File: config.mk
export PLATFORM = sky130hd
export DESIGN_NAME = irda_fir_4ppm_dec
export DESIGN_NICKNAME = d
export VERILOG_FILES = /design/src/rtl/irda_fir_pkg.sv /design/src/rtl/irda_crc32_byte.sv /design/src/rtl/irda_fir_4ppm_dec.sv
export SDC_FILE = /design/constraint.sdc
export NUM_CORES = 1
export LEC_CHECK = 0
export BUFFER_PORTS_ARGS = -buffer_cell sky130_fd_sc_hd__clkbuf_2
export CAP_MARGIN = 10
export CORE_ASPECT_RATIO = 0.5
export CORE_UTILIZATION = 50
export DETAILED_ROUTE_END_ITERATION = 12
export PLACE_DENSITY = 0.73
export SKIP_LAST_GASP = 1
export SLEW_MARGIN = 20
export SYNTH_ARGS = -nofsm -noshare
export SYNTH_HDL_FRONTEND = slang
export SYNTH_SLANG_ARGS = --single-unit
File: constraint.sdc
create_clock -name clk -period 2.1 [get_ports clk]
set_input_delay 0.105 -clock clk [delete_from_list [all_inputs] [get_ports clk]]
set_output_delay 0.105 -clock clk [all_outputs]
set_load 0.1 [all_outputs]
File: src/rtl/irda_fir_pkg.sv
// Shared definitions for the FIR 4PPM receive path: FSM encoding, 4PPM symbols,
// CRC-32 constants and small helper functions.
package irda_fir_pkg;

  localparam logic [1:0] ST_IDLE = 2'd0;
  localparam logic [1:0] ST_DATA = 2'd1;
  localparam logic [1:0] ST_SKIP = 2'd2;

  // Chip patterns, first chip received in the MSB.
  localparam logic [3:0] SYM_00 = 4'b1000;
  localparam logic [3:0] SYM_01 = 4'b0100;
  localparam logic [3:0] SYM_10 = 4'b0010;
  localparam logic [3:0] SYM_11 = 4'b0001;

  localparam logic [31:0] CRC32_POLY    = 32'h04C11DB7;
  localparam logic [31:0] CRC32_INIT    = 32'hFFFFFFFF;
  localparam logic [31:0] CRC32_RESIDUE = 32'hDEBB20E3;

  // Returns {legal, dibit}.
  function automatic logic [2:0] ppm4_decode(input logic [3:0] pat);
    case (pat)
      SYM_00:  return 3'b100;
      SYM_01:  return 3'b101;
      SYM_10:  return 3'b110;
      SYM_11:  return 3'b111;
      default: return 3'b000;
    endcase
  endfunction

  function automatic logic [31:0] reflect32(input logic [31:0] v);
    logic [31:0] r;
    for (int i = 0; i < 32; i++) r[i] = v[31-i];
    return r;
  endfunction

endpackage

File: src/rtl/irda_crc32_byte.sv
// Combinational one-byte step of the reflected CRC-32 (data consumed LSB first).
module irda_crc32_byte
  import irda_fir_pkg::*;
(
  input  logic [31:0] crc_in,
  input  logic [7:0]  data,
  output logic [31:0] crc_out
);

  localparam logic [31:0] POLY_REFL = reflect32(CRC32_POLY);

  always_comb begin
    logic [31:0] c;
    c = crc_in ^ {24'd0, data};
    for (int i = 0; i < 8; i++) c = c[0] ? ((c >> 1) ^ POLY_REFL) : (c >> 1);
    crc_out = c;
  end

endmodule

File: src/rtl/irda_fir_4ppm_dec.sv
// FIR 4PPM frame decoder behind the flag detector: chips -> bytes with SOF/EOF and
// error status. Define IRDA_FIR_CRC_CHK_EN to add the CRC-32 check and rx_crc_err.
module irda_fir_4ppm_dec
  import irda_fir_pkg::*;
#(
  parameter int BCNT_W    = 12,
  parameter int MAX_BYTES = 2050
) (
  input  logic              clk,
  input  logic              wb_rst_i,
  input  logic              fd_restart,
  input  logic              fir_rx8_enable,
  input  logic              fd_o,
  input  logic              fd_data_bit,
  input  logic              sta_det,
  input  logic              sto_det,
  input  logic              break_det,
  output logic [7:0]        rx_byte,
  output logic              rx_byte_valid,
  output logic              rx_sof,
  output logic              rx_eof,
  output logic              rx_frame_err,
  output logic              rx_sym_err,
  output logic [BCNT_W-1:0] rx_count,
  output logic              rx_active
`ifdef IRDA_FIR_CRC_CHK_EN
  ,
  output logic              rx_crc_err
`endif
);

  logic [1:0]        state, state_n;
  logic [2:0]        chip_sh, chip_sh_n;
  logic [1:0]        chip_cnt, chip_cnt_n;
  logic [1:0]        sym_cnt, sym_cnt_n;
  logic [5:0]        acc, acc_n;
  logic              ferr_q, ferr_n;
  logic              serr_q, serr_n;
  logic [BCNT_W-1:0] count_n;
  logic [7:0]        byte_n;
  logic              valid_n, sof_n, eof_n, ferr_o_n, serr_o_n;
  logic              start;
  logic [2:0]        dec;
  logic [7:0]        byte_full;

  assign dec       = ppm4_decode({chip_sh, fd_o});
  assign byte_full = {dec[1:0], acc};
  assign rx_active = (state == ST_DATA);

  // NOTE: every variable gets a default at the top so no path can infer a latch.
  always_comb begin
    state_n    = state;
    chip_sh_n  = chip_sh;
    chip_cnt_n = chip_cnt;
    sym_cnt_n  = sym_cnt;
    acc_n      = acc;
    ferr_n     = ferr_q;
    serr_n     = serr_q;
    count_n    = rx_count;
    byte_n     = rx_byte;
    valid_n    = 1'b0;
    sof_n      = 1'b0;
    eof_n      = 1'b0;
    ferr_o_n   = 1'b0;
    serr_o_n   = 1'b0;
    start      = 1'b0;

    if (fd_restart) begin
      state_n    = ST_IDLE;
      chip_sh_n  = '0;
      chip_cnt_n = '0;
      sym_cnt_n  = '0;
      acc_n      = '0;
      ferr_n     = 1'b0;
      serr_n     = 1'b0;
      count_n    = '0;
      byte_n     = '0;
    end else if (fir_rx8_enable) begin
      case (state)
        ST_IDLE: start = sta_det;
        ST_DATA: begin
          // A data chip concurrent with a stop flag still belongs to the frame.
          if (fd_data_bit && (sto_det || !(break_det || sta_det))) begin
            if (chip_cnt != 2'd3) begin
              chip_sh_n  = {chip_sh[1:0], fd_o};
              chip_cnt_n = chip_cnt + 2'd1;
            end else begin
              chip_cnt_n = '0;
              if (!dec[2]) begin
                serr_n  = 1'b1;
                state_n = ST_SKIP;
              end else begin
                case (sym_cnt)
                  2'd0:    acc_n[1:0] = dec[1:0];
                  2'd1:    acc_n[3:2] = dec[1:0];
                  2'd2:    acc_n[5:4] = dec[1:0];
                  default: ;
                endcase
                sym_cnt_n = sym_cnt + 2'd1;
                if (sym_cnt == 2'd3) begin
                  if (rx_count == BCNT_W'(MAX_BYTES)) begin
                    ferr_n  = 1'b1;
                    state_n = ST_SKIP;
                  end else begin
                    valid_n = 1'b1;
                    sof_n   = (rx_count == '0);
                    byte_n  = byte_full;
                    count_n = rx_count + BCNT_W'(1);
                  end
                end
              end
            end
          end
          if (sto_det) begin
            eof_n    = 1'b1;
            ferr_o_n = ferr_n | ((state_n == ST_DATA) && (chip_cnt_n != '0 || sym_cnt_n != '0));
            serr_o_n = serr_n;
            state_n  = ST_IDLE;
          end else if (break_det || sta_det) begin
            eof_n    = 1'b1;
            ferr_o_n = 1'b1;
            serr_o_n = serr_q;
            state_n  = ST_IDLE;
            start    = sta_det;
          end
        end
        ST_SKIP: begin
          if (sto_det || break_det || sta_det) begin
            eof_n    = 1'b1;
            ferr_o_n = ferr_q | ~sto_det;
            serr_o_n = serr_q;
            state_n  = ST_IDLE;
            start    = sta_det & ~sto_det;
          end
        end
        default: state_n = ST_IDLE;
      endcase

      if (start) begin
        state_n    = ST_DATA;
        chip_cnt_n = '0;
        sym_cnt_n  = '0;
        ferr_n     = 1'b0;
        serr_n     = 1'b0;
        count_n    = '0;
      end
    end
  end

  // NOTE: sequential state uses non-blocking assignments only.
  always_ff @(posedge clk or posedge wb_rst_i) begin
    if (wb_rst_i) begin
      state         <= ST_IDLE;
      chip_sh       <= '0;
      chip_cnt      <= '0;
      sym_cnt       <= '0;
      acc           <= '0;
      ferr_q        <= 1'b0;
      serr_q        <= 1'b0;
      rx_count      <= '0;
      rx_byte       <= '0;
      rx_byte_valid <= 1'b0;
      rx_sof        <= 1'b0;
      rx_eof        <= 1'b0;
      rx_frame_err  <= 1'b0;
      rx_sym_err    <= 1'b0;
    end else begin
      state         <= state_n;
      chip_sh       <= chip_sh_n;
      chip_cnt      <= chip_cnt_n;
      sym_cnt       <= sym_cnt_n;
      acc           <= acc_n;
      ferr_q        <= ferr_n;
      serr_q        <= serr_n;
      rx_count      <= count_n;
      rx_byte       <= byte_n;
      rx_byte_valid <= valid_n;
      rx_sof        <= sof_n;
      rx_eof        <= eof_n;
      rx_frame_err  <= ferr_o_n;
      rx_sym_err    <= serr_o_n;
    end
  end

`ifdef IRDA_FIR_CRC_CHK_EN
  logic [31:0] crc_q, crc_n, crc_upd;
  logic        crc_err_n;

  irda_crc32_byte u_crc (
    .crc_in  (crc_q),
    .data    (byte_full),
    .crc_out (crc_upd)
  );

  // The check sees the register after any byte delivered in the stop-flag step.
  always_comb begin
    crc_n = crc_q;
    if (fd_restart || start) crc_n = CRC32_INIT;
    else if (valid_n)        crc_n = crc_upd;
    crc_err_n = eof_n & ~(sto_det && (crc_n == CRC32_RESIDUE) && (count_n >= BCNT_W'(4)));
  end

  always_ff @(posedge clk or posedge wb_rst_i) begin
    if (wb_rst_i) begin
      crc_q      <= CRC32_INIT;
      rx_crc_err <= 1'b0;
    end else begin
      crc_q      <= crc_n;
      rx_crc_err <= crc_err_n;
    end
  end
`endif

endmodule

# After elaboration in Yosys (flattened, before gate mapping)
# Index checks and enable logic that the tools add are counted.
# W data, S select, Z words.
[totals] ff_bits=42 wordCells=199
[op_classes] reduce_logical=34 n_addsub=3 mux=124 eq_ne=18 bitwise_logic=4
[op_table] cell="$mux W12" count=9
[op_table] cell="$mux W2" count=36
[op_table] cell="$mux W8" count=8
[op_table] cell="$mux W1" count=54
[op_table] cell="$mux W6" count=6
[op_table] cell="$reduce_bool A2 Y1" count=11
[op_table] cell="$reduce_and A6 Y1" count=3
[op_table] cell="$mux W3" count=5
[op_table] cell="$reduce_and A7 Y1" count=2
[op_table] cell="$add A12 B1 Y12 const B" count=1
[op_table] cell="$eq A12 B12 Y1 const B" count=1
[op_table] cell="$logic_not A12 Y1" count=1
[op_table] cell="$pmux W3 S4" count=1
[op_table] cell="$reduce_bool A3 Y1" count=4
[op_table] cell="$eq A2 B1 Y1 const B" count=3
[op_table] cell="$eq A2 B2 Y1 const B" count=3
[op_table] cell="$ne A2 B2 Y1 const B" count=3
[op_table] cell="$ne A3 B2 Y1 const B" count=2
[op_table] cell="$pmux W1 S2" count=3
[op_table] cell="$pmux W2 S3" count=1
[op_table] cell="$logic_or A1 B1 Y1" count=5
[op_table] cell="$add A2 B1 Y2 const B" count=2
[op_table] cell="$eq A4 B1 Y1 const B" count=1
[op_table] cell="$eq A4 B2 Y1 const B" count=1
[op_table] cell="14 further kinds" count=17

# Longest topological paths before layout
# Gate-level depths: netlist of the first run.
[depth] ltp_word=16 ltp_mapped=10 ltp_nobuf=7

# Worst setup path after synthesis of the first run
# Ideal clock, no wire load.
[synth_timing] path_kind="reg-to-reg" startpoint="reg state[1]" endpoint="reg ferr_q" setup_slack_ns=-0.694 stages_incl_launch_ff=9 synth_period_minus_slack_ns=2.794 n_path_buf=2 setup_ns=0.132 t_arrival_ns=2.662 cell_sequence="dfrtp_1 -> inv_1 -> ha_1 -> clkbuf_1 -> o21bai_1 -> a21oi_1 -> a21o_1 -> clkbuf_1 -> nor2_1"
[synth_between] elab_chain_len=7
[synth_lines] element="start: declaration" line="irda_fir_4ppm_dec.sv:32" text="logic [1:0] state, state_n;"
[synth_lines] element="start signal: assignment" line="irda_fir_4ppm_dec.sv:168" text="state <= state_n;"
[synth_lines] element="$eq A2 B1 Y1 *"
[synth_lines] element="named net rx_active" line="irda_fir_4ppm_dec.sv:25" text="output logic rx_active"
[synth_lines] element="$pmux W1 S3" line="irda_fir_4ppm_dec.sv:79" text="case (state)"
[synth_lines] element="$mux W1" line="irda_fir_4ppm_dec.sv:78" text="end else if (fir_rx8_enable) begin"
[synth_lines] element="$mux W1" line="irda_fir_4ppm_dec.sv:68" text="if (fd_restart) begin"
[synth_lines] element="$mux W1" line="irda_fir_4ppm_dec.sv:139" text="if (start) begin"
[synth_lines] element="$mux W1" line="irda_fir_4ppm_dec.sv:78"
[synth_lines] element="$mux W1" line="irda_fir_4ppm_dec.sv:68"
[synth_lines] element="end signal: assignment" line="irda_fir_4ppm_dec.sv:173" text="ferr_q <= ferr_n;"
[synth_lines] element="end: declaration" line="irda_fir_4ppm_dec.sv:37" text="logic ferr_q, ferr_n;"
# Mark *: on every way through the listed nets, which the timed path passes. The rest lies on a longest branch. The select of a mux whose other input is x is not followed.
# A chain may end at the register's enable or synchronous reset.

# Worst setup path after layout of the first run
[layout_timing] startpoint="reg rx_count[10]" endpoint="reg rx_byte[6]"
[layout_between] elab_chain_len=3
[layout_lines] element="start: declaration" line="irda_fir_4ppm_dec.sv:24" text="output logic [BCNT_W-1:0] rx_count,"
[layout_lines] element="start signal: assignment" line="irda_fir_4ppm_dec.sv:175" text="rx_count <= count_n;"
[layout_lines] element="$eq A12 B12 Y1" line="irda_fir_4ppm_dec.sv:101" text="if (rx_count == BCNT_W'(MAX_BYTES)) begin"
[layout_lines] element="$ne A2 B2 Y1 (no source line)"
[layout_lines] element="$reduce_and A7 Y1 (no source line)"
[layout_lines] element="end signal: assignment" line="irda_fir_4ppm_dec.sv:176" text="rx_byte <= byte_n;"
[layout_lines] element="end: declaration" line="irda_fir_4ppm_dec.sv:18" text="output logic [7:0] rx_byte,"
# No other way between the ends.

==> flow_metrics.tcl, run 1 <==
set metrics [dict create \
    period_needed_ps 2210 \
    holdPathEnd "chip_sh[0]" \
    synth_cells 247 \
    rows 17 \
    antenna_found_initial 0 \
    die-area_um2 5040 \
    yosys.area.top_type_share 0.443 \
    peakVddDrop_mv 0.414 \
    cts_tree "built" \
    fmax_ghz 0.452 \
    pre_cts_ws_ps -129 \
    ys_seq_elements 42 \
    vias 2110 \
    core_area_um2 4470 \
    failed_checks "setup timing" \
    worstPathRequired_ps 2280 \
    postSynthAreaPerCell_um2 9.60 \
    grt_pass1_vias 1966 \
    p_comb_frac 0.134 \
    reg2reg_to "rx_byte[6]" \
    cts.sinks 42 \
    r2r_cells 5 \
    drv_cap 0 \
    io_pins 35 \
    via_per_inst 5.77 \
    status "finished with violations" \
    ys_async_sr_fraction 1.00 \
    p_seq_frac 0.524 \
    min_path_type "in2reg" \
    p_int_w 0.00116 \
    synth.distinct_cells 51 \
    initial_core_util 0.531 \
    drive_gt1_frac 0.359 \
    fin_area_um2 3010 \
    nets 329 \
    synth_area_leaders "dfrtp_1 (44%), ha_1 (6.3%), mux2_2 (4.3%)" \
    h-tree-depth 2 \
    end_kind "flip-flop" \
    syn_nets 268 \
    routabilityCongestion 0.918 \
    power_density_nw_per_um2 530 \
    mostFrequentLayoutCells "clkbuf_2 (34), dfrtp_1 (30), buf_4 (26)" \
    wl_per_cell_um 16.0 \
    cts_root_buf "clkbuf_8" \
    setup_tns_ps -492 \
    drv_slew 0 \
    min_period_over_period 1.05 \
    gr-usage-met3 0.0669 \
    top_usage_layer "met2" \
    wirelength_um 5870 \
    dpl.hpwl_um 4310 \
    die_w_um 99.4 \
    crit_fanout 3 \
    rr_startpoint "rx_count[10]" \
    skew_ps 7.42 \
    final_common_cell "clkbuf_2" \
    finalHoldViolations 0 \
    grt_usage 0.249 \
    clk_pin_slew_ps 80 \
    crit_type "reg2reg" \
    yosys.area.top_type "dfrtp_1" \
    rsz0062_at_grt "yes" \
    clk_path_buf_depth 2 \
    diodes 0 \
    seq_area_frac_synth 0.443 \
    use_met2 0.384 \
    drcViolationCount 0 \
    pwr-share-clk 0.342 \
    use_met1 0.349 \
    ant_nets 0 \
    grt_max_degree 43 \
    min-delay-start "fd_o" \
    ys.flop_type "dfrtp_1" \
    switchingPower_w 0.000433 \
    worst_slew_pin_slew_ps 699 \
    clk_latency_ps 290 \
    critPathLaunch "rx_count[10]" \
    startpoint_type "flip-flop" \
    placed_cell_area_um2 2850 \
    synth_edf_count 0 \
    die-height_um 50.7 \
    syn_area_um2 2370 \
    relSlewSlack 0.530 \
    worst_slack_ps -115 \
    drt-initial-drc-count 113 \
    cp.arrival_ps 2390 \
    hold_depth 3 \
    overflow 0 \
    portBuffers 34 \
    r2r_slack_ps -110 \
    yosys_warnings 0 \
    p_sw_frac 0.272 \
    fillers 354 \
    syn2layout_area_growth_pct 26.9 \
    cts_buffers 5 \
    grt_first_pass_wirelength_um 9500 \
    setup_viol 9 \
    power.leakage_nw 1.41 \
    first_pass_iters 4 \
]
==> area by class of cell <==
type / count / area, um^2 / share of cell area
multi-input cells: 182 / 1310 / 0.435
flip-flops and latches: 42 / 1080 / 0.358
repair buffers: 63 / 410 / 0.136
clock buffers: 7 / 86.3 / 0.0287
well taps: 57 / 71.3 / 0.0237
inverters: 14 / 52.6 / 0.0175
clock inverters: 1 / 5.00 / 0.00166
==> worst max path at each step <==
stage,endpoint,depth (start not counted)
after floorplan,rx_frame_err,5
after global placement,rx_frame_err,5
after detailed placement,sym_cnt[1],7
after CTS,rx_frame_err,5
after global routing,rx_byte[6],5
final,rx_byte[6],5
==> critical path, stage by stage, from the launching register on <==
cell and delay, ps:
dfrtp_4 480, or4_4 540, o41a_1 440, and4_4 230, nor2_4 110, mux2_4 300
==> layer usage <==
layer | vias up | routed length (um) | share of wire
met1 | 999 | 2820 | 0.48
met3 | 2 | 474 | 0.081
met5 | - | 0 | 0
li1 | 1030 | - | -
met4 | 0 | 17 | 0.0029
met2 | 79 | 2550 | 0.44
==> sequential cells by signal (all words and copies together), names as in the netlist, 2 cells and up <==
register	cells
acc	6
rx_count	12
chip_sh	3
rx_byte	8
state	2
chip_cnt	2
sym_cnt	2
==> synth_stat cells, drive strengths merged (3+ instances only) <==
cell type and n:
nand2 22, nor2 20, a22oi 3, o32ai 3
nor3 7, or4 3, or3 8, mux2i 5
dfrtp 42, ha 12, nor4 3, inv 14
and4 3, a31oi 3, clkbuf 6, and3 5
nand3 10, xnor2 3, o21ai 11, nand4 6
buf 3, a21oi 18, mux2 9
==> cell families (layout without fill, tap and decap cells) <==
logic type,count (synthesis),count (layout),synth area share
and+or+nand+nor,92,92,0.203
buffers and inverters,23,85,0.0401
DFF,42,42,0.443
muxes,14,14,0.0639
xor gates and xnor gates,5,5,0.0185
AOI/OAI and AO/OA,59,59,0.168
adders and majority gates,12,12,0.0633
==> repair_timing <==
| action | CTS | global route |
|---|---|---|
| resized for setup | 1 | 10 |
| hold buffers | 1 | 0 |
| pin swaps | 2 | 5 |
| endpoints found under the hold margin | 42 | 0 |
| endpoints found under the setup margin | 12 | 22 |
| setup buffers | 0 | 1 |
==> power by group through the flow <==
stage	combinational (W)	sequential [W]	clock, W
after floorplan	0.000117	0.000877	0
after global placement	0.000196	0.000851	0
after detailed placement	0.000201	0.000851	0
after CTS	0.000204	0.000835	0.000554
after global routing	0.000229	0.000837	0.000596
final	0.000214	0.000836	0.000546
==> stage by stage <==
step / std cells / power, W / utilization / hold WS (ps)
finish: 366 / 0.00160 / 0.674 / 150
global route: 366 / 0.00166 / 0.674 / 157
CTS: 365 / 0.00159 / 0.661 / 148
detailed placement: 356 / 0.00105 / 0.637 / 256
global placement: 356 / 0.00105 / 0.637 / 242
floorplan: 247 / 0.000993 / - / 258
Note: power is estimated with default switching activity, not from simulation.
==> run 2, diff against run 1 <==
--- a/config.mk
+++ b/config.mk
@@ -7,7 +7,7 @@
 export LEC_CHECK = 0
 export BUFFER_PORTS_ARGS = -buffer_cell sky130_fd_sc_hd__clkbuf_2
 export CAP_MARGIN = 10
-export CORE_ASPECT_RATIO = 0.5
+export CORE_ASPECT_RATIO = 1.25
 export CORE_UTILIZATION = 50
 export DETAILED_ROUTE_END_ITERATION = 12
 export PLACE_DENSITY = 0.73
==> flow_metrics.tcl, run 2 (synthesis gave the netlist of run 1 again) <==
set metrics [dict create \
    worst_slack_ps -74.6 \
    regMostFlops "rx_count" \
    p_int_w 0.00113 \
    r2r_cells 5 \
    diodes 0 \
    via_per_inst 5.83 \
    die-area_um2 5020 \
    hold_depth 3 \
    relSlewSlack 0.585 \
    fin_area_um2 2980 \
    power_density_nw_per_um2 537 \
    switchingPower_w 0.000465 \
    cts_root_buf "clkbuf_8" \
    p_seq_frac 0.522 \
    regArea_um2 1070 \
    ant_nets 0 \
    rows 27 \
    pwr-share-clk 0.347 \
    nets 329 \
    grt_usage 0.247 \
    drt-initial-drc-count 139 \
    setup_tns_ps -84.3 \
    drive_gt1_frac 0.359 \
    placed_cell_area_um2 2830 \
    setup_viol 2 \
    overflow 0 \
    skew_ps 4.89 \
    min_path_type "in2reg" \
    grt_first_pass_wirelength_um 9630 \
    status "finished with violations" \
    r2r_slack_ps -70 \
    core_area_um2 4490 \
    dpl.hpwl_um 4230 \
    cp.arrival_ps 2360 \
    startpoint_type "flip-flop" \
    stdcell_count 367 \
    clk_latency_ps 300 \
    final_core_utilization 0.663 \
    drv_slew 0 \
    routabilityCongestion 0.888 \
    placedCellCount 356 \
    hold_ws_ps 120 \
    die_w_um 63.6 \
    final_common_cell "clkbuf_2" \
    wl_per_cell_um 15.8 \
    reg2reg_to "rx_frame_err" \
    critPathLaunch "rx_count[10]" \
    power.leakage_nw 1.40 \
    p_sw_frac 0.291 \
    cts.sinks 42 \
    largest_reg_flops 12 \
    clk_pin_slew_ps 90 \
    period_needed_ps 2170 \
    initial_core_util 0.528 \
    finalHoldViolations 0 \
    clk_path_buf_depth 2 \
    min-delay-start "fd_o" \
    cts_buffers 5 \
    drcViolationCount 0 \
    worst_slew_pin_slew_ps 618 \
    grt_max_degree 43 \
    crit_fanout 3 \
    fillers 375 \
    io_pins 35 \
    antenna_found_initial 0 \
    vias 2140 \
    min_period_over_period 1.04 \
    die-height_um 79.0 \
    end_kind "flip-flop" \
    failed_checks "setup timing" \
    grt_pass1_vias 2122 \
    rr_startpoint "rx_count[10]" \
    syn2layout_area_growth_pct 25.6 \
    p_comb_frac 0.131 \
    h-tree-depth 2 \
    cts_tree "built" \
    crit_type "reg2reg" \
    worstPathRequired_ps 2290 \
    drv_cap 0 \
    multi_input_area_um2 1290 \
    portBuffers 34 \
    rsz0062_at_grt "yes" \
    reg_top3 "rx_count x12, rx_byte x8, acc x6" \
    holdPathEnd "chip_sh[0]" \
    fmax_ghz 0.460 \
    wirelength_um 5790 \
    first_pass_iters 4 \
    mostFrequentLayoutCells "clkbuf_2 (34), dfrtp_1 (31), buf_4 (28)" \
    peakVddDrop_mv 0.530 \
]
run 2: cell type report:
cell class	instances	area share
clock buffer	5	0.0231
timing repair buffer	63	0.131
multi-input combinational	182	0.435
tap	58	0.0244
sequential	42	0.361
clock inverter	3	0.00840
inverter	14	0.0176
run 2: per-stage QoR:
stage / setup slack [ps] / total power (W)
floorplan: -240 / 0.000993
global placement: -79.5 / 0.00105
detailed placement: -102 / 0.00105
CTS: -77.2 / 0.00160
global route: -109 / 0.00165
finish: -74.6 / 0.00160
run 2: what timing repair did:
item	4_1_cts	5_1_grt
setup buffers	1	1
gates resized for setup	1	6
endpoints found under the hold margin	42	0
hold buffers	1	0
pin swaps	3	2
endpoints found under the setup margin	8	18
run 2: worst max path at each step:
| stage | to | cells after the start |
|---|---|---|
| finish | rx_frame_err | 5 |
| global route | rx_frame_err | 5 |
| CTS | rx_frame_err | 5 |
| detailed placement | rx_frame_err | 5 |
| global placement | rx_frame_err | 5 |
| floorplan | rx_frame_err | 5 |
run 2: critical path: stages, from the launching register on:
cell     delay [ps]
dfrtp_4         480
or4_4           540
or3_4           350
o31a_1          280
o211a_1         210
a32o_1          210
run 2: per-layer routing:
layer / part of all wire / track usage / up-vias
met3: 0.041 / 0.0431 / 12
met2: 0.52 / 0.436 / 72
met1: 0.42 / 0.295 / 1033
li1: - / - / 1023
met5: 0 / 0 / -
met4: 0.019 / 0.0977 / 0
run 2: power groups by stage:
stage | combinational (W) | sequential, W | clock (W)
2_1_floorplan | 0.000117 | 0.000877 | 0
3_3_place_gp | 0.000198 | 0.000849 | 0
3_5_place_dp | 0.000201 | 0.000850 | 0
4_1_cts | 0.000204 | 0.000834 | 0.000562
5_1_grt | 0.000226 | 0.000836 | 0.000588
6_report | 0.000210 | 0.000834 | 0.000555
==> run 3, diff against run 2 <==
--- a/config.mk
+++ b/config.mk
@@ -5,12 +5,12 @@
 export SDC_FILE = /design/constraint.sdc
 export NUM_CORES = 1
 export LEC_CHECK = 0
-export BUFFER_PORTS_ARGS = -buffer_cell sky130_fd_sc_hd__clkbuf_2
 export CAP_MARGIN = 10
 export CORE_ASPECT_RATIO = 1.25
 export CORE_UTILIZATION = 50
 export DETAILED_ROUTE_END_ITERATION = 12
-export PLACE_DENSITY = 0.73
+export DONT_BUFFER_PORTS = 1
+export PLACE_DENSITY = 0.67
 export SKIP_LAST_GASP = 1
 export SLEW_MARGIN = 20
 export SYNTH_ARGS = -nofsm -noshare
==> flow_metrics.tcl, run 3 (synthesis gave the netlist of run 1 again) <==
set metrics [dict create \
    rsz0062_at_grt "yes" \
    min_period_over_period 1.05 \
    power.leakage_nw 1.35 \
    reg_top3 "rx_count x12, rx_byte x8, acc x6" \
    drv_slew 0 \
    grt_max_degree 43 \
    grt_usage 0.260 \
    clk_latency_ps 300 \
    rows 27 \
    rr_startpoint "rx_count[10]" \
    drv_cap 0 \
    crit_family "simple AND/OR/NAND/NOR gates" \
    placed_cell_area_um2 2750 \
    fin_area_um2 3030 \
    finalHoldViolations 0 \
    drcViolationCount 0 \
    path_buf_inv 0 \
    wl_per_cell_um 17.0 \
    power_density_nw_per_um2 523 \
    die-height_um 79.0 \
    crit_fanout 3 \
    overflow 0 \
    clk_path_buf_depth 2 \
    hold_ws_ps 5.17 \
    cts_tree "built" \
    initial_core_util 0.528 \
    dpl.hpwl_um 4150 \
    clk_pin_slew_ps 80 \
    portBuffers 0 \
    via_per_inst 5.85 \
    setup_viol 6 \
    cts.sinks 42 \
    routabilityCongestion 0.811 \
    mostFrequentLayoutCells "buf_4 (39), dfrtp_1 (29), nor2_1 (18), nand2_1 (18), inv_1 (13)" \
    min-delay-start "fir_rx8_enable" \
    startpoint_type "flip-flop" \
    final_common_cell "buf_4" \
    cp_slowest_stage_delay_ps 540 \
    io_pins 35 \
    nets 313 \
    die-area_um2 5020 \
    status "finished with violations" \
    vias 2054 \
    stdcell_count 351 \
    worstPathRequired_ps 2290 \
    end_kind "flip-flop" \
    pre_cts_ws_ps -116 \
    crit_chain "or4_4 -> or3_4 -> o31a_1 -> o211a_1 -> a32o_1" \
    cts_root_buf "clkbuf_8" \
    fillers 391 \
    core_area_um2 4490 \
    critPathLaunch "rx_count[10]" \
    h-tree-depth 2 \
    crit_type "reg2reg" \
    failed_checks "setup timing" \
    drive_gt1_frac 0.345 \
    finalPower_w 0.00159 \
    antenna_found_initial 0 \
    peakVddDrop_mv 0.468 \
    ant_nets 0 \
    skew_ps 6.97 \
    grt_pass1_vias 2104 \
    min_path_type "in2reg" \
    diodes 0 \
    die_w_um 63.6 \
    placedCellCount 332 \
    period_needed_ps 2200 \
    cp.arrival_ps 2390 \
    syn2layout_area_growth_pct 27.9 \
    worst_slack_ps -99.2 \
    drt-initial-drc-count 144 \
    grt_first_pass_wirelength_um 9940 \
    crit_slowest_cell "or4_4" \
    first_pass_iters 4 \
    relSlewSlack 0.407 \
    largest_reg_flops 12 \
    worst_slew_pin_slew_ps 890 \
    regMostFlops "rx_count" \
    cts_buffers 5 \
    wirelength_um 5970 \
    fmax_ghz 0.455 \
]
==> run 3: final cells by class <==
cell class	count	area (um^2)	area share
Sequential cell	42	1080	0.355
Clock buffer	7	86.3	0.0285
Inverter	14	52.6	0.0173
Tap cell	58	72.6	0.0239
Timing Repair Buffer	47	399	0.132
Multi-Input combinational cell	182	1340	0.442
Clock inverter	1	5.00	0.00165
==> run 3: worst register-to-register path, cell delays in order (launching register included) <==
cell     delay, ps
dfrtp_4        480
or4_4          540
or3_4          350
o31a_1         280
o211a_1        220
a32o_1         220
==> run 3: timing repair <==
item / 4_1_cts / 5_1_grt
hold endpoints to repair: 54 / 0
gates resized for setup: 0 / 20
endpoints found under the setup margin: 5 / 24
hold buffers: 5 / 0
setup buffers: 0 / 4
gates cloned: 0 / 2
pin swaps: 2 / 9
==> run 3: through the flow <==
step	util	setup TNS [ps]
final	0.675	-146
after global routing	0.675	-932
after CTS	0.642	-206
after detailed placement	0.611	-186
after global placement	0.611	-96.9
after floorplan	-	-1940
==> run 3: final timing paths <==
path | endpoint | slack, ps | cells past startpoint
min reg2reg | ferr_q | 500 | 2
min in group asynchronous | rx_count[0] | 380 | 3
max reg2reg | rx_frame_err | -100 | 5
max in group asynchronous | rx_count[10] | 1310 | 3
max | rx_frame_err | -100 | 5
min | rx_sym_err | 5 | 2
==> run 3: where the power goes <==
group / total, W / switching (W) / internal, W
Sequential: 0.000837 / 0.0000125 / 0.000824
Combinational: 0.000201 / 0.000128 / 0.0000735
Clock: 0.000549 / 0.000283 / 0.000266
==> run 3: routing by layer <==
layer,global-route usage,wire length [um],vias to the layer above
met1,0.309,2480,992
li1,-,-,999
met2,0.452,3100,55
met5,0,0,-
met3,0.0603,308,8
met4,0.0955,81,0
